**src/rtl/io_timer_if.sv**
```systemverilog
// CPU data-memory IO bus as seen by the io_timer block.
// The master drives address, data and strobes; the slave returns registered read data.
interface io_timer_if;
    logic [15:0] dMemIOAddress;
    logic [7:0]  dMemIOIn;
    logic        dMemIOWriteEn;
    logic        dMemIOReadEn;
    logic [7:0]  dMemIOOut;

    modport master (
        output dMemIOAddress,
        output dMemIOIn,
        output dMemIOWriteEn,
        output dMemIOReadEn,
        input  dMemIOOut
    );

    modport slave (
        input  dMemIOAddress,
        input  dMemIOIn,
        input  dMemIOWriteEn,
        input  dMemIOReadEn,
        output dMemIOOut
    );
endinterface

```
**src/rtl/io_timer.sv**
```systemverilog
// Memory-mapped 16-bit timer with prescaler, compare match and overflow flags.
// Define IO_TIMER_PWM_EN to add the registered pwm_out output.
module io_timer #(
    parameter logic [15:0] BASE_ADDR = 16'h1010
) (
    input  logic        clk,
    input  logic        reset,
    io_timer_if.slave   bus,
    output logic        interrupt,
    input  logic        interrupt_clr
`ifdef IO_TIMER_PWM_EN
    ,
    output logic        pwm_out
`endif
);

    logic [7:0]  ctrl_q, ctrl_d;
    logic        match_q, match_d;
    logic        ovf_q, ovf_d;
    logic [15:0] cnt_q, cnt_d;
    logic [15:0] cmp_q, cmp_d;
    logic [7:0]  shadow_q, shadow_d;
    logic [7:0]  hold_q, hold_d;
    logic [7:0]  presc_q, presc_d;
    logic [7:0]  rdata_q, rdata_d;

    logic [15:0] offset;
    logic        hit, wr, rd, tick, commit, cnt_eq, set_match, set_ovf;
    logic [7:0]  presc_top;

    always_comb begin
        offset    = bus.dMemIOAddress - BASE_ADDR;
        hit       = offset < 16'd6;
        wr        = bus.dMemIOWriteEn & hit;
        rd        = bus.dMemIOReadEn & hit;
        presc_top = 8'((9'd1 << ctrl_q[6:4]) - 9'd1);
        tick      = ctrl_q[0] && (presc_q == presc_top);
        commit    = wr && (offset == 16'd2);
        cnt_eq    = cnt_q == cmp_q;

        ctrl_d    = ctrl_q;
        cnt_d     = cnt_q;
        cmp_d     = cmp_q;
        shadow_d  = shadow_q;
        hold_d    = hold_q;
        set_match = 1'b0;
        set_ovf   = 1'b0;
        rdata_d   = 8'h00;

        if (!ctrl_q[0] || tick) presc_d = 8'h00;
        else                    presc_d = presc_q + 8'd1;

        // A CPU commit of CNT overrides any tick landing on the same edge.
        if (commit) begin
            cnt_d   = {hold_q, bus.dMemIOIn};
            presc_d = 8'h00;
        end else if (tick) begin
            set_match = cnt_eq;
            if (ctrl_q[1] && cnt_eq) begin
                cnt_d = 16'h0000;
            end else begin
                cnt_d   = cnt_q + 16'd1;
                set_ovf = cnt_q == 16'hFFFF;
            end
        end

        match_d = match_q;
        ovf_d   = ovf_q;
        if (wr && offset == 16'd1) begin
            if (bus.dMemIOIn[0]) match_d = 1'b0;
            if (bus.dMemIOIn[1]) ovf_d   = 1'b0;
        end
        if (interrupt_clr) match_d = 1'b0;
        if (set_match)     match_d = 1'b1;
        if (set_ovf)       ovf_d   = 1'b1;

        if (wr) begin
            case (offset[2:0])
                3'd0:    ctrl_d        = bus.dMemIOIn & 8'h77;
                3'd3:    hold_d        = bus.dMemIOIn;
                3'd4:    cmp_d[7:0]    = bus.dMemIOIn;
                3'd5:    cmp_d[15:8]   = bus.dMemIOIn;
                default: ;
            endcase
        end

        // Reads always see the state from before this edge's write.
        if (rd) begin
            case (offset[2:0])
                3'd0:    rdata_d = ctrl_q;
                3'd1:    rdata_d = {6'b0, ovf_q, match_q};
                3'd2: begin
                    rdata_d  = cnt_q[7:0];
                    shadow_d = cnt_q[15:8];
                end
                3'd3:    rdata_d = shadow_q;
                3'd4:    rdata_d = cmp_q[7:0];
                3'd5:    rdata_d = cmp_q[15:8];
                default: rdata_d = 8'h00;
            endcase
        end
    end

`ifdef IO_TIMER_PWM_EN
    logic pwm_q, pwm_d;

    always_comb begin
        pwm_d = ctrl_q[0] & (cnt_q < cmp_q);
    end

    assign pwm_out = pwm_q;
`endif

    always_ff @(posedge clk or negedge reset) begin
        if (!reset) begin
            ctrl_q   <= 8'h00;
            match_q  <= 1'b0;
            ovf_q    <= 1'b0;
            cnt_q    <= 16'h0000;
            cmp_q    <= 16'h0000;
            shadow_q <= 8'h00;
            hold_q   <= 8'h00;
            presc_q  <= 8'h00;
            rdata_q  <= 8'h00;
`ifdef IO_TIMER_PWM_EN
            pwm_q    <= 1'b0;
`endif
        end else begin
            ctrl_q   <= ctrl_d;
            match_q  <= match_d;
            ovf_q    <= ovf_d;
            cnt_q    <= cnt_d;
            cmp_q    <= cmp_d;
            shadow_q <= shadow_d;
            hold_q   <= hold_d;
            presc_q  <= presc_d;
            rdata_q  <= rdata_d;
`ifdef IO_TIMER_PWM_EN
            pwm_q    <= pwm_d;
`endif
        end
    end

    assign bus.dMemIOOut = rdata_q;
    assign interrupt     = match_q & ctrl_q[2];

endmodule

```
**src/flat_wrapper.sv**
```systemverilog
// flat-port wrapper written by rule: the top's interface ports become plain ports
module io_timer_flat 
#(
    parameter logic [15:0] BASE_ADDR = 16'h1010
)
  (clk, reset, interrupt, interrupt_clr, bus_dMemIOAddress, bus_dMemIOIn, bus_dMemIOWriteEn, bus_dMemIOReadEn, bus_dMemIOOut);
  io_timer_if bus_i ();
  input  logic clk;
  input  logic reset;
  output logic interrupt;
  input  logic interrupt_clr;
  input wire logic [$bits(bus_i.dMemIOAddress)-1:0] bus_dMemIOAddress;
  input wire logic [$bits(bus_i.dMemIOIn)-1:0] bus_dMemIOIn;
  input wire logic [$bits(bus_i.dMemIOWriteEn)-1:0] bus_dMemIOWriteEn;
  input wire logic [$bits(bus_i.dMemIOReadEn)-1:0] bus_dMemIOReadEn;
  output wire logic [$bits(bus_i.dMemIOOut)-1:0] bus_dMemIOOut;
  assign bus_i.dMemIOAddress = bus_dMemIOAddress;
  assign bus_i.dMemIOIn = bus_dMemIOIn;
  assign bus_i.dMemIOWriteEn = bus_dMemIOWriteEn;
  assign bus_i.dMemIOReadEn = bus_dMemIOReadEn;
  assign bus_dMemIOOut = bus_i.dMemIOOut;
  io_timer #(.BASE_ADDR(BASE_ADDR)) u_core (.clk(clk), .reset(reset), .bus(bus_i), .interrupt(interrupt), .interrupt_clr(interrupt_clr));
endmodule
```
**config.mk**
```make
export PLATFORM = sky130hd
export DESIGN_NAME = io_timer_flat
export DESIGN_NICKNAME = d
export VERILOG_FILES = /design/src/rtl/io_timer_if.sv /design/src/rtl/io_timer.sv /design/src/flat_wrapper.sv
export SDC_FILE = /design/constraint.sdc
export NUM_CORES = 1
export LEC_CHECK = 0
export BUFFER_PORTS_ARGS = -buffer_cell sky130_fd_sc_hd__buf_2
export CAP_MARGIN = 20
export CORE_MARGIN = 8
export CORE_UTILIZATION = 64
export DETAILED_ROUTE_END_ITERATION = 7
export PLACE_DENSITY = 0.91
export REMOVE_ABC_BUFFERS = 1
export SLEW_MARGIN = 30
export SYNTH_ARGS = -nofsm -noshare
export SYNTH_HDL_FRONTEND = slang
export SYNTH_SLANG_ARGS = --single-unit
```
**constraint.sdc**
```tcl
create_clock -name clk -period 5.4 [get_ports clk]
set_input_delay 1.08 -clock clk [delete_from_list [all_inputs] [get_ports clk]]
set_output_delay 1.08 -clock clk [all_outputs]
set_load 0.1 [all_outputs]
```
==> results of run 1 <==
-- power breakdown --
| group | switching (mW) | internal [mW] | leakage, nW | total (mW) |
|---|---|---|---|---|
| sequential | 0.0651 | 0.566 | 0.987 | 0.631 |
| combinational | 0.101 | 0.0911 | 0.932 | 0.192 |
| clock | 0.227 | 0.174 | 0.0848 | 0.401 |
| total | 0.393 | 0.831 | 2.00 | 1.22 |
-- state kept, by name (all words and copies together), names as in the netlist --
name,cells
u_core.shadow_q,8
u_core.presc_q,8
u_core.ovf_q,1
u_core.match_q,1
u_core.bus.dMemIOOut,8
u_core.hold_q,8
u_core.cmp_q,16
u_core.cnt_q,16
u_core.ctrl_q,6
-- cell usage after synthesis (all sizes together) (2+ instances only) --
master,instances,area (µm²)
and3,8,51.30
nor3,5,30.03
and2,9,56.30
buf,17,102.6
o32ai,8,70.07
a221oi,2,17.52
dfrtp,72,1802
o21a,2,15.01
a211oi,4,35.03
nand2,35,131.4
nor3b,3,22.52
o21ai,8,40.03
a32oi,15,131.4
nor2b,6,37.54
nor2,30,117.6
clkbuf,9,33.78
nand2b,3,18.77
a21oi,9,60.06
mux2i,6,60.06
mux2,41,461.7
xor2,2,17.52
nor4,5,46.29
nand3,13,77.58
ha,2,25.02
nand4,11,75.07
and4,4,35.03
inv,4,15.01
a22oi,5,37.54
a221o,8,80.08
xnor2,21,183.9
-- cell families after synthesis --
| logic type | count (synthesis) |
|---|---|
| AOI/OAI and AO/OA | 74 |
| buffers and inverters | 31 |
| xor gates and xnor gates | 23 |
| and+or+nand+nor | 136 |
| muxes | 47 |
| DFF | 72 |
| adders and majority gates | 2 |
-- per-layer routing --
metal,vias to the layer above,share of wire,track usage
li1,1490,-,-
met1,1624,0.39,0.3100
met2,191,0.48,0.3891
met3,55,0.084,0.05276
met4,0,0.050,0.1498
met5,-,0,0
-- metrics by stage --
| stage | area, µm² | setup WS [ns] | hold slack [ns] |
|---|---|---|---|
| after floorplan | 3925 | 2.702 | 0.4529 |
| final | 4402 | 2.297 | 0.4984 |
| after global placement | 4214 | 2.168 | 0.4667 |
| after CTS | 4398 | 2.375 | 0.5096 |
| after detailed placement | 4214 | 2.011 | 0.4926 |
| after global routing | 4402 | 2.163 | 0.5201 |
-- path summary, 6_finish.rpt --
path,startpoint,end,slack [ns]
max,bus_dMemIOAddress[1],u_core.cnt_q[7],2.30
min,u_core.hold_q[5],u_core.cnt_q[13],0.50
max reg2reg,u_core.cnt_q[14],u_core.cnt_q[4],2.90
min reg2reg,u_core.hold_q[5],u_core.cnt_q[13],0.50
max in group asynchronous,reset,u_core.ctrl_q[0],4.13
min in group asynchronous,reset,u_core.presc_q[7],0.81
-- layout make-up --
class                   count  area, µm²
clock buffers               9      123.9
clock inverters             7      60.06
fillers                   431       1839
inverters                   5      20.02
multi-input cells         282       2103
flip-flops and latches     72       1802
well taps                  77      96.34
repair buffers             38      196.4
-- cell usage in the layout, fill, tap and decap left out, drive strengths merged, types with 11 or more instances in the layout --
cell type  instances
nand3             13
dfrtp             72
nor2              30
nand4             11
a32oi             15
mux2              41
nand2             35
buf               38
xnor2             21
==> flow_summary.json, run 1 <==
{
  "run_status": "finished clean",
  "cts_buffers": 9,
  "wl_per_cell_um": 21.55,
  "crit_top_cell": "nor2b_1",
  "powerDensity_mw_per_mm2": 278.1,
  "synth_area_mm2": 0.004061,
  "synthAdderAreaFrac": 0.006161,
  "place_congestion": 0.9281,
  "ys_seq_area_frac": 0.4436,
  "drtAntennaViolNets": 0,
  "dieHeight_um": 95.66,
  "antenna_found_initial": 0,
  "cts-htree-levels": 3,
  "synthMuxAreaShare": 0.1285,
  "dr_total_vias": 3360,
  "crit_path_max_incr_delay_ns": 0.59,
  "cts_tree": "built",
  "drv_cap": 0,
  "io_buffers": 37,
  "finalPower_mw": 1.224,
  "path_clk_slew_ns": 0.08,
  "syn_area_per_cell_um2": 10.55,
  "synth-seq-cells": 72,
  "fin_skew_ns": 0.01232,
  "viasPerCell": 6.857,
  "netlist_instances": 385,
  "slew_headroom": 0.4173,
  "drive_gt1_frac": 0.2518,
  "postCtsResizedCells": 0,
  "initialDrtViolationCount": 375,
  "die_w_um": 95.66,
  "grt_pass1_wl_mm": 16.93,
  "crit_path_end_kind": "flip-flop",
  "rsz0062_at_grt": "false",
  "criticalPathCategory": "input port to flip-flop",
  "tightest_slew_ns": 0.8693,
  "overflow": 0,
  "worstPathMaxFanout": 10,
  "dp.cells": 474,
  "synthXorXnorAreaFrac": 0.04960,
  "period_needed_ns": 3.103,
  "yosysWarningCount": 0,
  "dieArea_mm2": 0.009151,
  "drc": 0,
  "track_usage": 0.2487,
  "routed_wirelength_mm": 10.56,
  "fin_nets": 439,
  "diodes": 0,
  "worstPathCellList": "buf_2 -> nor2b_1 -> nor2b_1 -> and4_1 -> a41oi_2 -> a32oi_1 -> nand2_1",
  "synth-simple-area-share": 0.1830,
  "worstPathRequired_ns": 5.64,
  "drt_first_pass_iters": 6,
  "netlist-cell-type-count": 62,
  "critPathBufInv": 1,
  "fin_setup_tns_ns": 0,
  "min_path_type": "flip-flop to flip-flop",
  "period_share": 0.5746,
  "core_area_mm2": 0.006241,
  "crit_path_start_kind": "input port",
  "drv_slew": 0,
  "ctsHoldBuffers": 0,
  "fmax_ghz": 0.3223,
  "reg2reg_depth": 6,
  "syn_to_final_growth_pct": 8.380,
  "root_buffer": "clkbuf_8",
  "finalSetupViolCount": 0,
  "ir_drop_uv": 202.9,
  "hold_depth": 1,
  "ios": 38,
  "final_cells": 490,
  "initial_core_util": 0.6508,
  "synth_top_family_by_area": "simple AND/OR/NAND/NOR gates",
  "grt_pass1_vias": 3246,
  "cts.sink_count": 72,
  "synth_edf_count": 0,
  "cts_max_path_buffers": 2,
  "clk_latency_ns": 0.36,
  "post_cts_buffers": 0,
  "crit_family": "simple AND/OR/NAND/NOR gates",
  "utilization": 0.7053,
  "synth-compound-area-share": 0.1506,
  "grt_max_degree": 73,
  "cp.depth": 7,
  "worstPathArrival_ns": 3.34,
  "p_leak_nw": 2.004,
  "hold_viol_final": 0,
  "synth-main-ff-cell": "dfrtp_1",
  "row_count": 29,
  "place.detailed.hpwl_mm": 7.621,
  "synthArstFlopShare": 1.000,
  "worst_path_max_delay_cell": "nor2b_1"
}
Note: power is estimated with default switching activity, not from simulation.
==> inputs of run 2 (changes only) <==
- CORE_UTILIZATION: 64 -> 60
- PLACE_DENSITY: 0.91 -> 0.87
- clock period: 5.4 -> 3.22 ns (I/O delays scaled with it)
==> run 2 against run 1 <==
Total power is 73% higher. Sequential power is 68% higher. Global-route usage down 2.4 points. Design area increased by 1.1%. Combinational power increased by 69%. Via count shrank 0.39%. Non-clock buffer count grew 4. Count of clock-buffer cells in the layout is the same. Critical path depth up 1. Final cell count up 1.4%. Clock skew shrank 0.0044 ns. Setup slack got worse by 1.7 ns. Largest cell class unchanged. Highest routed layer unchanged.
==> flow_summary.json, run 2 (same netlist as run 1, synthesis figures left out) <==
{
  "dieHeight_um": 98.28,
  "diodes": 0,
  "combPwrFrac": 0.154,
  "antenna_found_initial": 0,
  "ff_latch_area_mm2": 0.001802,
  "clk_latency_ns": 0.36,
  "powerDensity_mw_per_mm2": 474.4,
  "p_leak_nw": 2.038,
  "drv_slew": 0,
  "switchingPower_uw": 645.3,
  "multi_input_area_mm2": 0.002103,
  "grt_max_degree": 73,
  "drv_cap": 0,
  "root_buffer": "clkbuf_8",
  "routed_wirelength_mm": 10.49,
  "rsz0062_at_grt": "false",
  "path_clk_slew_ns": 0.08,
  "viasPerCell": 6.734,
  "reg2reg_depth": 6,
  "place_congestion": 0.9129,
  "dr_total_vias": 3347,
  "ios": 38,
  "grt_pass1_wl_mm": 17.01,
  "crit_path_max_incr_delay_ns": 0.56,
  "worst_path_max_delay_cell": "nor2b_1",
  "postCtsResizedCells": 0,
  "hold_viol_final": 0,
  "cts.sink_count": 72,
  "swShare": 0.3056,
  "initialDrtViolationCount": 344,
  "cts_buffers": 9,
  "worstPathArrival_ns": 2.88,
  "top_regs": "u_core.cmp_q x16, u_core.cnt_q x16",
  "dieArea_mm2": 0.009658,
  "drtAntennaViolNets": 0,
  "fin_skew_ns": 0.007881,
  "drc": 0,
  "track_usage": 0.2246,
  "overflow": 0,
  "crit_path_end_kind": "flip-flop",
  "row_count": 30,
  "n_fill_cell": 521,
  "initial_core_util": 0.6079,
  "worstPathCellList": "buf_2 -> nor2b_1 -> buf_4 -> nor2b_1 -> and4_1 -> a41oi_2 -> a32oi_1 -> nand2_1",
  "post_cts_buffers": 0,
  "drive_gt1_frac": 0.2590,
  "min_path_type": "input port to async pin",
  "ir_drop_uv": 353.4,
  "die_w_um": 98.28,
  "fin_nets": 443,
  "layout_commonest_cell": "dfrtp_1",
  "finalSetupViolCount": 0,
  "fin_setup_tns_ns": 0,
  "critPathBufInv": 2,
  "period_share": 0.8194,
  "cts-htree-levels": 3,
  "r2r_slack_ns": 0.84,
  "ctsHoldBuffers": 0,
  "period_needed_ns": 2.638,
  "core_area_mm2": 0.006681,
  "r2r_start": "u_core.cnt_q[12]",
  "wl_per_cell_um": 21.11,
  "tightest_slew_ns": 0.7506,
  "r2r_end": "u_core.cnt_q[2]",
  "finalPower_mw": 2.112,
  "crit_path_start_kind": "input port",
  "syn_to_final_growth_pct": 9.612,
  "clockPowerShare": 0.346,
  "layout_common_cells": "dfrtp_1 (72), buf_2 (37), nand2_1 (35), mux2_2 (35), nor2_1 (28)",
  "cts_max_path_buffers": 2,
  "run_status": "finished clean",
  "worstPathMaxFanout": 10,
  "p_int_mw": 1.467,
  "criticalPathCategory": "input port to flip-flop",
  "crit_top_cell": "nor2b_1",
  "place.detailed.hpwl_mm": 7.518,
  "grt_pass1_vias": 3242,
  "fmax_ghz": 0.3790,
  "crit_family": "simple AND/OR/NAND/NOR gates",
  "worstPathRequired_ns": 3.46,
  "io_buffers": 37,
  "cts_tree": "built",
  "slew_headroom": 0.4957,
  "drt_first_pass_iters": 5,
  "seqPwrFrac": 0.500
}
run 2: changes by cell type in the layout (fill, tap and decap cells not counted), sizes merged:
cell | before | now
clkinv | 0 | 1
bufinv | 0 | 1
clkinvlp | 4 | 3
inv | 8 | 7
buf | 38 | 42
run 2: how the worst max path moves through the flow:
stage,start,endpoint,slack [ns],cells past startpoint
2_1_floorplan,bus_dMemIOAddress[1],u_core.cnt_q[10],0.96,6
3_3_place_gp,bus_dMemIOAddress[1],u_core.cnt_q[8],0.42,8
3_5_place_dp,bus_dMemIOAddress[1],u_core.cnt_q[9],0.32,8
4_1_cts,bus_dMemIOAddress[1],u_core.cnt_q[9],0.63,8
5_1_grt,bus_dMemIOAddress[1],u_core.cnt_q[10],0.48,8
6_report,bus_dMemIOAddress[1],u_core.cnt_q[9],0.58,8
run 2: stage by stage:
step / hold slack [ns] / instances / area [µm²] / setup WS, ns / util
finish: 0.3689 / 497 / 4452 / 0.5816 / 0.6663
detailed placement: 0.4780 / 481 / 4248 / 0.3180 / 0.6358
global route: 0.4456 / 497 / 4452 / 0.4830 / 0.6663
global placement: 0.4714 / 481 / 4248 / 0.4189 / 0.6358
CTS: 0.4983 / 497 / 4448 / 0.6252 / 0.6657
floorplan: 0.3484 / 359 / 3925 / 0.9576 / -
run 2: final cells by class:
type	count	share of cell area
clock buffer	9	0.02782
multi-input combinational	282	0.4725
tap	80	0.02248
sequential	72	0.4047
timing repair buffer	42	0.05087
clock inverter	7	0.01714
inverter	5	0.004497
run 2: worst register-to-register path: stages (launching register included):
cell and delay [ns]:
dfrtp_1 0.49, xnor2_1 0.27, nand4_1 0.13, nor4_1 0.44, and2_1 0.49, o32ai_1 0.17
a221o_1 0.29
run 2: metal layers:
layer / global-route usage / wire (µm)
met1: 0.2896 / 4297
met4: 0.1228 / 452
met3: 0.04552 / 775
met5: 0 / 0
met2: 0.3467 / 4966
run 2: power by group through the flow:
| stage | Combinational (mW) | Clock, mW | Sequential [mW] |
|---|---|---|---|
| 2_1_floorplan | 0.222 | 0 | 1.03 |
| 3_3_place_gp | 0.304 | 0 | 1.06 |
| 3_5_place_dp | 0.319 | 0 | 1.07 |
| 4_1_cts | 0.322 | 0.746 | 1.05 |
| 5_1_grt | 0.368 | 0.784 | 1.06 |
| 6_report | 0.325 | 0.730 | 1.06 |
